## config.mk

```make
export PLATFORM = sky130hd
export DESIGN_NAME = cic_i
export DESIGN_NICKNAME = d
export VERILOG_FILES = /design/src/rtl/cic_i_pkg.sv /design/src/rtl/cic_i_comb.sv /design/src/rtl/cic_i.sv
export SDC_FILE = /design/constraint.sdc
export NUM_CORES = 1
export LEC_CHECK = 0
export CAP_MARGIN = 20
export CORE_ASPECT_RATIO = 1.75
export CORE_MARGIN = 2
export CORE_UTILIZATION = 45
export DETAILED_ROUTE_END_ITERATION = 10
export PLACE_DENSITY = 0.75
export REMOVE_ABC_BUFFERS = 1
export SLEW_MARGIN = 20
export SYNTH_ARGS = -nofsm -noshare
export SYNTH_HDL_FRONTEND = slang
export SYNTH_SLANG_ARGS = --single-unit
```

## constraint.sdc

```tcl
create_clock -name clk -period 14.8 [get_ports clk]
set_input_delay 2.96 -clock clk [delete_from_list [all_inputs] [get_ports clk]]
set_output_delay 2.96 -clock clk [all_outputs]
set_load 0.005 [all_outputs]
```

## src/rtl/cic_i_pkg.sv

```systemverilog
// cic_i_pkg: shared width helpers and types for the CIC interpolator.
package cic_i_pkg;

  // Width of the phase counter; the top checks that its RATE_DW matches.
  localparam int unsigned CIC_I_RATE_DW = 16;

  typedef logic [CIC_I_RATE_DW-1:0] cic_i_phase_t;

  // Ceiling log2; returns 0 for values 0 and 1.
  function automatic int cic_i_clog2(input longint unsigned value);
    longint unsigned x;
    int              bits;
    x    = 64'd1;
    bits = 32'sd0;
    while (x < value) begin
      x    = x << 1;
      bits = bits + 32'sd1;
    end
    return bits;
  endfunction

  // Full-precision internal width: INP_DW + clog2((R*M)**N / R).
  function automatic int cic_i_width(input int inp_dw, input int rmax, input int nstg,
                                     input int mdly);
    longint unsigned prod;
    prod = 64'd1;
    for (int i = 0; i < nstg; i++) begin
      prod = prod * longint'(rmax * mdly);
    end
    return inp_dw + cic_i_clog2(prod / longint'(rmax));
  endfunction

endpackage

```

## src/rtl/cic_i_comb.sv

```systemverilog
// cic_i_comb: one comb stage. The M-deep delay line advances only when a
// new input-rate sample is accepted; the difference is combinational.
module cic_i_comb
  import cic_i_pkg::*;
#(
  parameter int W = 20,
  parameter int M = 1
) (
  input  logic         clk,
  input  logic         reset,
  input  logic         en,
  input  logic [W-1:0] din,
  output logic [W-1:0] dout
);

  logic [M-1:0][W-1:0] dly_r;

  // Delay line: shift in the stage input on each accepted sample.
  always_ff @(posedge clk) begin
    if (reset) begin
      dly_r <= '0;
    end else if (en) begin
      dly_r[0] <= din;
      for (int k = 1; k < M; k++) begin
        dly_r[k] <= dly_r[k-1];
      end
    end
  end

  // Two's-complement wrap in the difference is intended.
  assign dout = din - dly_r[M-1];

endmodule

```

## src/rtl/cic_i.sv

```systemverilog
// cic_i: CIC interpolator. N combs at input rate, zero-stuffing upsampler by
// R, N integrators at output rate, registered AXI-stream-style output.
// Optional feature: define CIC_I_VARIABLE_RATE_EN to enable the runtime rate
// port; without it the rate inputs are ignored and R is fixed at CIC_R.
module cic_i
  import cic_i_pkg::*;
#(
  parameter int INP_DW  = 16,
  parameter int OUT_DW  = 20,
  parameter int RATE_DW = 16,
  parameter int CIC_R   = 4,
  parameter int CIC_N   = 3,
  parameter int CIC_M   = 1
) (
  input  logic               clk,
  input  logic               reset,
  input  logic [INP_DW-1:0]  s_axis_in_tdata,
  input  logic               s_axis_in_tvalid,
  output logic               s_axis_in_tready,
  input  logic [RATE_DW-1:0] s_axis_rate_tdata,
  input  logic               s_axis_rate_tvalid,
  output logic [OUT_DW-1:0]  m_axis_out_tdata,
  output logic               m_axis_out_tvalid,
  input  logic               m_axis_out_tready
);

  localparam int W = cic_i_width(INP_DW, CIC_R, CIC_N, CIC_M);

  if (OUT_DW > W) begin : g_chk_out_dw
    $error("cic_i: OUT_DW exceeds the internal width W");
  end
  if (RATE_DW != CIC_I_RATE_DW) begin : g_chk_rate_dw
    $error("cic_i: RATE_DW must match the package phase counter width");
  end

  // Control
  cic_i_phase_t         phase_r;
  cic_i_phase_t         phase_nxt_s;
  logic [RATE_DW-1:0]   eff_rate_s;
  logic                 advance_s;
  logic                 phase_zero_s;
  logic                 phase_last_s;
  logic                 step_s;
  logic                 accept_s;

  // Datapath
  logic [CIC_N:0][W-1:0]   comb_s;
  logic [W-1:0]            ups_r;
  logic [CIC_N-1:0][W-1:0] acc_r;
  logic                    v_ups_r;
  logic [CIC_N-1:0]        v_r;
  logic [OUT_DW-1:0]       out_data_r;
  logic                    out_valid_r;

`ifdef CIC_I_VARIABLE_RATE_EN
  logic [RATE_DW-1:0] cur_rate_r;
  logic [RATE_DW-1:0] pend_rate_r;
  logic               pend_valid_r;
  logic               rate_ok_s;

  assign rate_ok_s = (s_axis_rate_tdata != RATE_DW'(0)) &&
                     (s_axis_rate_tdata <= RATE_DW'(CIC_R));

  // A pending rate takes effect on the phase-0 step itself, so the wrap
  // point of that very step already uses the new ratio.
  assign eff_rate_s = (accept_s && pend_valid_r) ? pend_rate_r : cur_rate_r;

  // Rate bookkeeping: a fresh strobe overrides the one being applied now.
  always_ff @(posedge clk) begin
    if (reset) begin
      cur_rate_r   <= RATE_DW'(CIC_R);
      pend_rate_r  <= RATE_DW'(CIC_R);
      pend_valid_r <= 1'b0;
    end else begin
      if (accept_s && pend_valid_r) begin
        cur_rate_r <= pend_rate_r;
      end
      if (s_axis_rate_tvalid && rate_ok_s) begin
        pend_rate_r  <= s_axis_rate_tdata;
        pend_valid_r <= 1'b1;
      end else if (accept_s) begin
        pend_valid_r <= 1'b0;
      end
    end
  end
`else
  logic unused_rate_s;

  assign unused_rate_s = ^{s_axis_rate_tdata, s_axis_rate_tvalid};
  assign eff_rate_s    = RATE_DW'(CIC_R);
`endif

  // Handshake qualification and next phase.
  always_comb begin
    advance_s    = !out_valid_r || m_axis_out_tready;
    phase_zero_s = (phase_r == cic_i_phase_t'(0));
    step_s       = advance_s && (!phase_zero_s || s_axis_in_tvalid);
    accept_s     = step_s && phase_zero_s;
    phase_last_s = (phase_r == cic_i_phase_t'(eff_rate_s - RATE_DW'(1)));
    if (phase_last_s) begin
      phase_nxt_s = cic_i_phase_t'(0);
    end else begin
      phase_nxt_s = phase_r + cic_i_phase_t'(1);
    end
  end

  assign s_axis_in_tready = advance_s && phase_zero_s && !reset;

  // Input sample sign-extended to the full internal width feeds the combs.
  assign comb_s[0] = W'($signed(s_axis_in_tdata));

  for (genvar j = 0; j < CIC_N; j++) begin : g_comb
    cic_i_comb #(
      .W (W),
      .M (CIC_M)
    ) u_comb (
      .clk   (clk),
      .reset (reset),
      .en    (accept_s),
      .din   (comb_s[j]),
      .dout  (comb_s[j+1])
    );
  end

  // Phase counter: advances on every step, wraps at the effective rate.
  always_ff @(posedge clk) begin
    if (reset) begin
      phase_r <= cic_i_phase_t'(0);
    end else if (step_s) begin
      phase_r <= phase_nxt_s;
    end
  end

  // Upsampler and integrator chain: all stages move together on a step.
  always_ff @(posedge clk) begin
    if (reset) begin
      ups_r   <= '0;
      acc_r   <= '0;
      v_ups_r <= 1'b0;
      v_r     <= '0;
    end else if (step_s) begin
      ups_r    <= phase_zero_s ? comb_s[CIC_N] : W'(0);
      v_ups_r  <= 1'b1;
      acc_r[0] <= acc_r[0] + ups_r;
      v_r[0]   <= v_ups_r;
      for (int i = 1; i < CIC_N; i++) begin
        acc_r[i] <= acc_r[i] + acc_r[i-1];
        v_r[i]   <= v_r[i-1];
      end
    end
  end

  // Output register: loads on a step, valid drops once consumed otherwise.
  always_ff @(posedge clk) begin
    if (reset) begin
      out_data_r  <= '0;
      out_valid_r <= 1'b0;
    end else if (step_s) begin
      out_data_r  <= acc_r[CIC_N-1][W-1 -: OUT_DW];
      out_valid_r <= v_r[CIC_N-1];
    end else if (m_axis_out_tready) begin
      out_valid_r <= 1'b0;
    end
  end

  assign m_axis_out_tdata  = out_data_r;
  assign m_axis_out_tvalid = out_valid_r;

endmodule

```

After elaboration in Yosys (flattened, before gate mapping)
Index checks and enable logic that the tools add are counted.
Widths: inputs -> output; s select.
{"block": "totals", "reg_bits": 177, "input_bits": 37, "word_cells": 35}
{"block": "op_classes", "add_sub_neg": 7, "n_eq_ne": 1, "mux": 4, "n_reduce_logical": 11}
{"operator": "$add 20x20->20", "n": 3}
{"operator": "$sub 20x20->20", "n": 2}
{"operator": "$mux 20", "n": 1}
{"operator": "$sub 16x16->17", "n": 1}
{"operator": "$add 16x1->16 const B", "n": 1}
{"operator": "$eq 16x2->1 const B", "n": 1}
{"operator": "$logic_not 16->1", "n": 1}
{"operator": "$mux 16", "n": 1}
{"operator": "$logic_and 1x1->1", "n": 4}
{"operator": "$logic_not 1->1", "n": 3}
{"operator": "$logic_or 1x1->1", "n": 2}
{"operator": "$mux 1", "n": 2}
{"operator": "$reduce_bool 2->1", "n": 1}

Depth between registers and ports, before layout
{"block": "depth", "word_depth": 5, "depth_mapped": 29, "depth_no_buf": 29}

Modules after synthesis
Synthesis repeated with hierarchy kept, for this count alone.
{"block": "unflattened", "hier_cells": 1532, "area_unflattened_um2": 12278.0}
{"mod": "cic_i", "instances": 1, "cells_each": 902, "area_per_inst_um2": 7165.6, "seq_area_each_um2": 2422.3}
{"mod": "cic_i_comb", "instances": 3, "cells_each": 210, "area_per_inst_um2": 1704.1, "seq_area_each_um2": 400.4}

Least setup slack after synthesis
No wires, ideal clock.
{"block": "synth_path", "path_kind": "input-to-reg", "from": "input port s_axis_in_tdata[0]", "to": "register ups_r[17]", "setup_ps": 121, "arrival_time_ps": 7532, "required_time_ps": 14679, "slack_ps": 7147, "path_stages": 26, "cell_sequence": "inv_1 -> ha_1 -> fa_1 -> nor2b_1 -> o21ai_0 -> a21boi_0 -> o21a_1 -> o21a_1 -> nor2_1 -> ha_1 -> a2111o_1 -> o211ai_1 -> a21oi_1 -> or3_1 -> a21oi_1 -> xnor2_1 -> ha_1 -> a21oi_1 -> o21bai_1 -> nor3_1 -> and3_1 -> nor2_1 -> a21o_1 -> a21oi_1 -> xor2_1 -> o21ai_0"}
{"item": "from (decl)", "line_no": "cic_i.sv:17", "text": "input logic [INP_DW-1:0] s_axis_in_tdata,"}
{"item": "to (signal assigned)", "line_no": "cic_i.sv:142", "text": "ups_r <= phase_zero_s ? comb_s[CIC_N] : W'(0);"}
{"item": "to (decl)", "line_no": "cic_i.sv:48", "text": "logic [W-1:0] ups_r;"}

==> Flow_metrics.wiki <==
{| class="wikitable"
! Metric !! Value
|-
| Result of the run || completed
|-
| Period Utilization, post-route || 56.9%
|-
| Post-Route Utilization || 50.3%
|-
| Total via count after detailed routing || 9739
|-
| Area of the core || 24600 um^2
|-
| Syn_area_per_cell || 7.80 um^2
|-
| Actual slew at the worst max-slew pin || 0.950 ns
|-
| Internal reg-to-reg setup slack || 9.12 ns
|-
| Synth Register Bits || 174
|-
| Clock Sinks || 174
|-
| Final Max Tran Viols || 0
|-
| Gpl congestion || 0.800
|-
| Hold Startpoint || m_axis_out_tdata[17]
|-
| Total negative setup slack || 0 ns
|-
| Cells on Worst Hold Path || 2
|-
| Max cap viols || 0
|-
| Worst setup skew after layout || 0.0129 ns
|-
| Synth top cells by count || 243 x nand2_1, 177 x a21oi_1, 174 x dfxtp_1
|-
| HPWL after detailed placement || 16700 um
|-
| Detailed-route vias per instance || 5.49
|-
| Setup fix buffers added after clock tree synthesis || 0
|-
| Critical register-to-register path startpoint || g_comb[0].u_comb.dly_r[0]
|-
| Leading cell types by total area after synthesis || dfxtp_1 31%, ha_1 12%, nand2_1 8.1%
|-
| Leakage power || 4.99 nW
|-
| Slew Limit Headroom || 36.7%
|-
| Worst setup EP type || flop
|-
| Most used DFF post-synth || dfxtp_1
|-
| Count of final hold-check violations || 0
|-
| Cell area power density || 241 nW/um^2
|-
| Layout Cell Area excl Fill || 12400 um^2
|-
| # nets final || 1608
|-
| Worst reg2reg path endpoint || ups_r[17]
|-
| Count of synthesis-stage warnings from yosys || 0
|-
| Drt drc || 0
|-
| Die Span X || 124 um
|-
| Worst Path Max Fanout || 7
|-
| Hold-fix buffers at CTS || 0
|-
| Placement Setup Slack || 5.97 ns
|-
| Area growth from synthesis to final layout || 9.88%
|-
| Share of cells above drive strength 1 || 3.90%
|-
| Clock tree buffer depth || 2
|-
| Largest area contributor in the synthesized netlist || dfxtp_1
|-
| FP Rows || 76
|-
| CTS Root Cell || clkbuf_16
|-
| Highest clock frequency the design can meet || 119 MHz
|-
| Final setup fails || 0
|-
| Post-Route WL || 23600 um
|-
| Global-route usage over all layers || 18.7%
|-
| Port bufs || 41
|-
| Inserted Diodes || 0
|-
| Placed Area || 11900 um^2
|-
| Worst reg-to-reg path cell count || 25
|-
| Endpoint with the worst hold slack || m_axis_out_tdata[17]
|-
| Share of flip-flops with an asynchronous set or reset after synthesis || 0%
|-
| Total gr overflow || 0
|-
| Setup repair after global routing missed its margin || false
|-
| Setup slack of the critical path after layout || 6.38 ns
|-
| Skew-Pair Late Insertion Delay || 0.45 ns
|-
| Routed WL per cell || 13.3 um
|-
| Wire length of the first global-routing pass || 40800 um
|-
| Type of the worst min-delay path || reg2reg
|-
| Violation count after the first detailed-route iteration || 453
|-
| Largest net degree at the start of global routing || 91
|-
| Highest ir drop seen on vdd || 0.107 mV
|-
| Post-cts repair resize count || 0
|-
| Number of unique standard cell types used by synthesis || 62
|-
| Seq/Total Area, Yosys || 30.9%
|-
| Full die area || 26400 um^2
|-
| Top cell type's share of synthesized area || 30.9%
|-
| Number of levels in the clock H-tree || 4
|-
| Count leader, synth || nand2_1
|-
| Number of top-level design ports || 59
|-
| Critical setup path kind || in2reg
|-
| Element type at the critical path start || input pin
|-
| Critical path data arrival time || 8.75 ns
|-
| Clock-pin slew on the worst setup and hold paths || 0.06 ns
|-
| Post-layout minimum cycle time || 8.42 ns
|-
| Clock tree from TritonCTS || done
|-
| Cts bufs inserted || 17
|-
| Gate count of the mapped netlist || 1446
|-
| Power Total || 0.00299 W
|-
| Die span in y || 213 um
|-
| Post-synth EDFFs || 0
|-
| Via count of the first global-routing pass || 9570
|-
| Syn Std Cell Area || 11300 um^2
|-
| Data required time at the worst endpoint || 15.13 ns
|-
| Starting utilization of the core area || 45.8%
|-
| Number of iterations in the first detailed-routing pass || 4
|-
| Initial antenna violation count || 0
|-
| Remaining number of nets flagged by the antenna check after routing || 0
|}
-- placed cells by master (no fill, tap or decap), types with 7 or more instances in the layout --
master,count
clkbuf_16,17
xor2_1,28
nor3_1,31
clkdlybuf4s50_1,40
nand2b_1,9
ha_1,111
nor2b_1,25
inv_1,77
o31a_1,7
a21oi_1,177
dfxtp_1,174
a22oi_1,12
or3_1,10
xnor2_1,62
and4_1,8
a31oi_1,15
nor4_1,7
nor2_1,120
nand4_1,7
o21ai_0,44
and3_1,14
buf_4,7
nand2_1,242
o21a_1,12
nand3b_1,8
a21o_1,30
a211oi_1,24
nand3_1,20
-- state kept, by name, indices dropped and copies added (netlist names) --
| register | flops |
|---|---|
| phase_r | 16 |
| ups_r | 20 |
| v_ups_r | 1 |
| v_r | 3 |
| acc_r | 60 |
| m_axis_out_tdata | 20 |
| m_axis_out_tvalid | 1 |
| g_comb.u_comb.dly_r | 53 |
-- how the worst max path moves through the flow --
stage	from	to	slack, ns	cells past startpoint
2_1_floorplan	s_axis_in_tdata[0]	ups_r[17]	7.14	26
3_3_place_gp	s_axis_in_tdata[0]	ups_r[19]	6.05	27
3_5_place_dp	s_axis_in_tdata[0]	ups_r[17]	5.97	27
4_1_cts	s_axis_in_tdata[0]	ups_r[17]	6.39	27
5_1_grt	s_axis_in_tdata[0]	ups_r[19]	5.76	27
6_report	s_axis_in_tdata[0]	ups_r[17]	6.38	27
-- through the flow --
step | std cells | hold slack [ns]
3_3_place_gp | 1747 | 0.437
5_1_grt | 1773 | 0.470
2_1_floorplan | 1388 | 0.426
3_5_place_dp | 1747 | 0.446
6_report | 1773 | 0.452
4_1_cts | 1773 | 0.455
-- critical path, cell delays in order --
cell and delay (ns):
clkdlybuf4s50_1 0.48, inv_1 0.05, ha_1 0.22, fa_1 0.41, nor2b_1 0.13, o21ai_0 0.12, a21boi_0 0.31, o21a_1 0.18
o21a_1 0.13, nor2_1 0.07, ha_1 0.38, a2111o_1 0.46, o211ai_1 0.24, a21oi_1 0.16, or3_1 0.37, a21oi_1 0.18
xnor2_1 0.17, ha_1 0.32, a21oi_1 0.21, o21bai_1 0.13, nor3_1 0.15, and3_1 0.23, nor2_1 0.09, a21o_1 0.18
a21oi_1 0.19, xor2_1 0.16, o21ai_0 0.08
-- metal layers --
| layer | wire (um) | part of all wire (%) | vias to the layer above | GRT usage, % |
|---|---|---|---|---|
| met3 | 525 | 2.2 | 24 | 4.04 |
| met2 | 13400 | 57 | 110 | 37.7 |
| met5 | 0 | 0 | - | 0 |
| met4 | 416 | 1.8 | 0 | 6.39 |
| li1 | - | - | 5066 | - |
| met1 | 9310 | 39 | 4539 | 18.1 |
-- final cells by class --
cell class / count / area [um^2]
multi-input cells: 1137 / 7290
fillers: 2342 / 12200
clock buffers: 23 / 478
inverters: 77 / 289
flip-flops and latches: 174 / 3480
well taps: 312 / 390
repair buffers: 47 / 453
clock inverters: 3 / 15.0
-- cell families (layout without fill, tap and decap cells) --
| logic type | Yosys count | after routing | synth area share (%) |
|---|---|---|---|
| flip-flops | 174 | 174 | 30.9 |
| AND/OR/NAND/NOR | 533 | 533 | 21.6 |
| buffers and inverters | 135 | 150 | 4.71 |
| multiplexers | 5 | 5 | 0.444 |
| AO/OA/AOI/OAI | 392 | 392 | 22.0 |
| XOR/XNOR | 90 | 90 | 6.99 |
| adder cells (fa/ha/maj) | 117 | 117 | 13.4 |
-- power breakdown --
part	switching [W]	internal, W
logic	0.00109	0.000827
clock network	0.000176	0.000221
registers	0.0000798	0.000592
total	0.00135	0.00164
No activity file was read; power rests on OpenSTA's default activity.
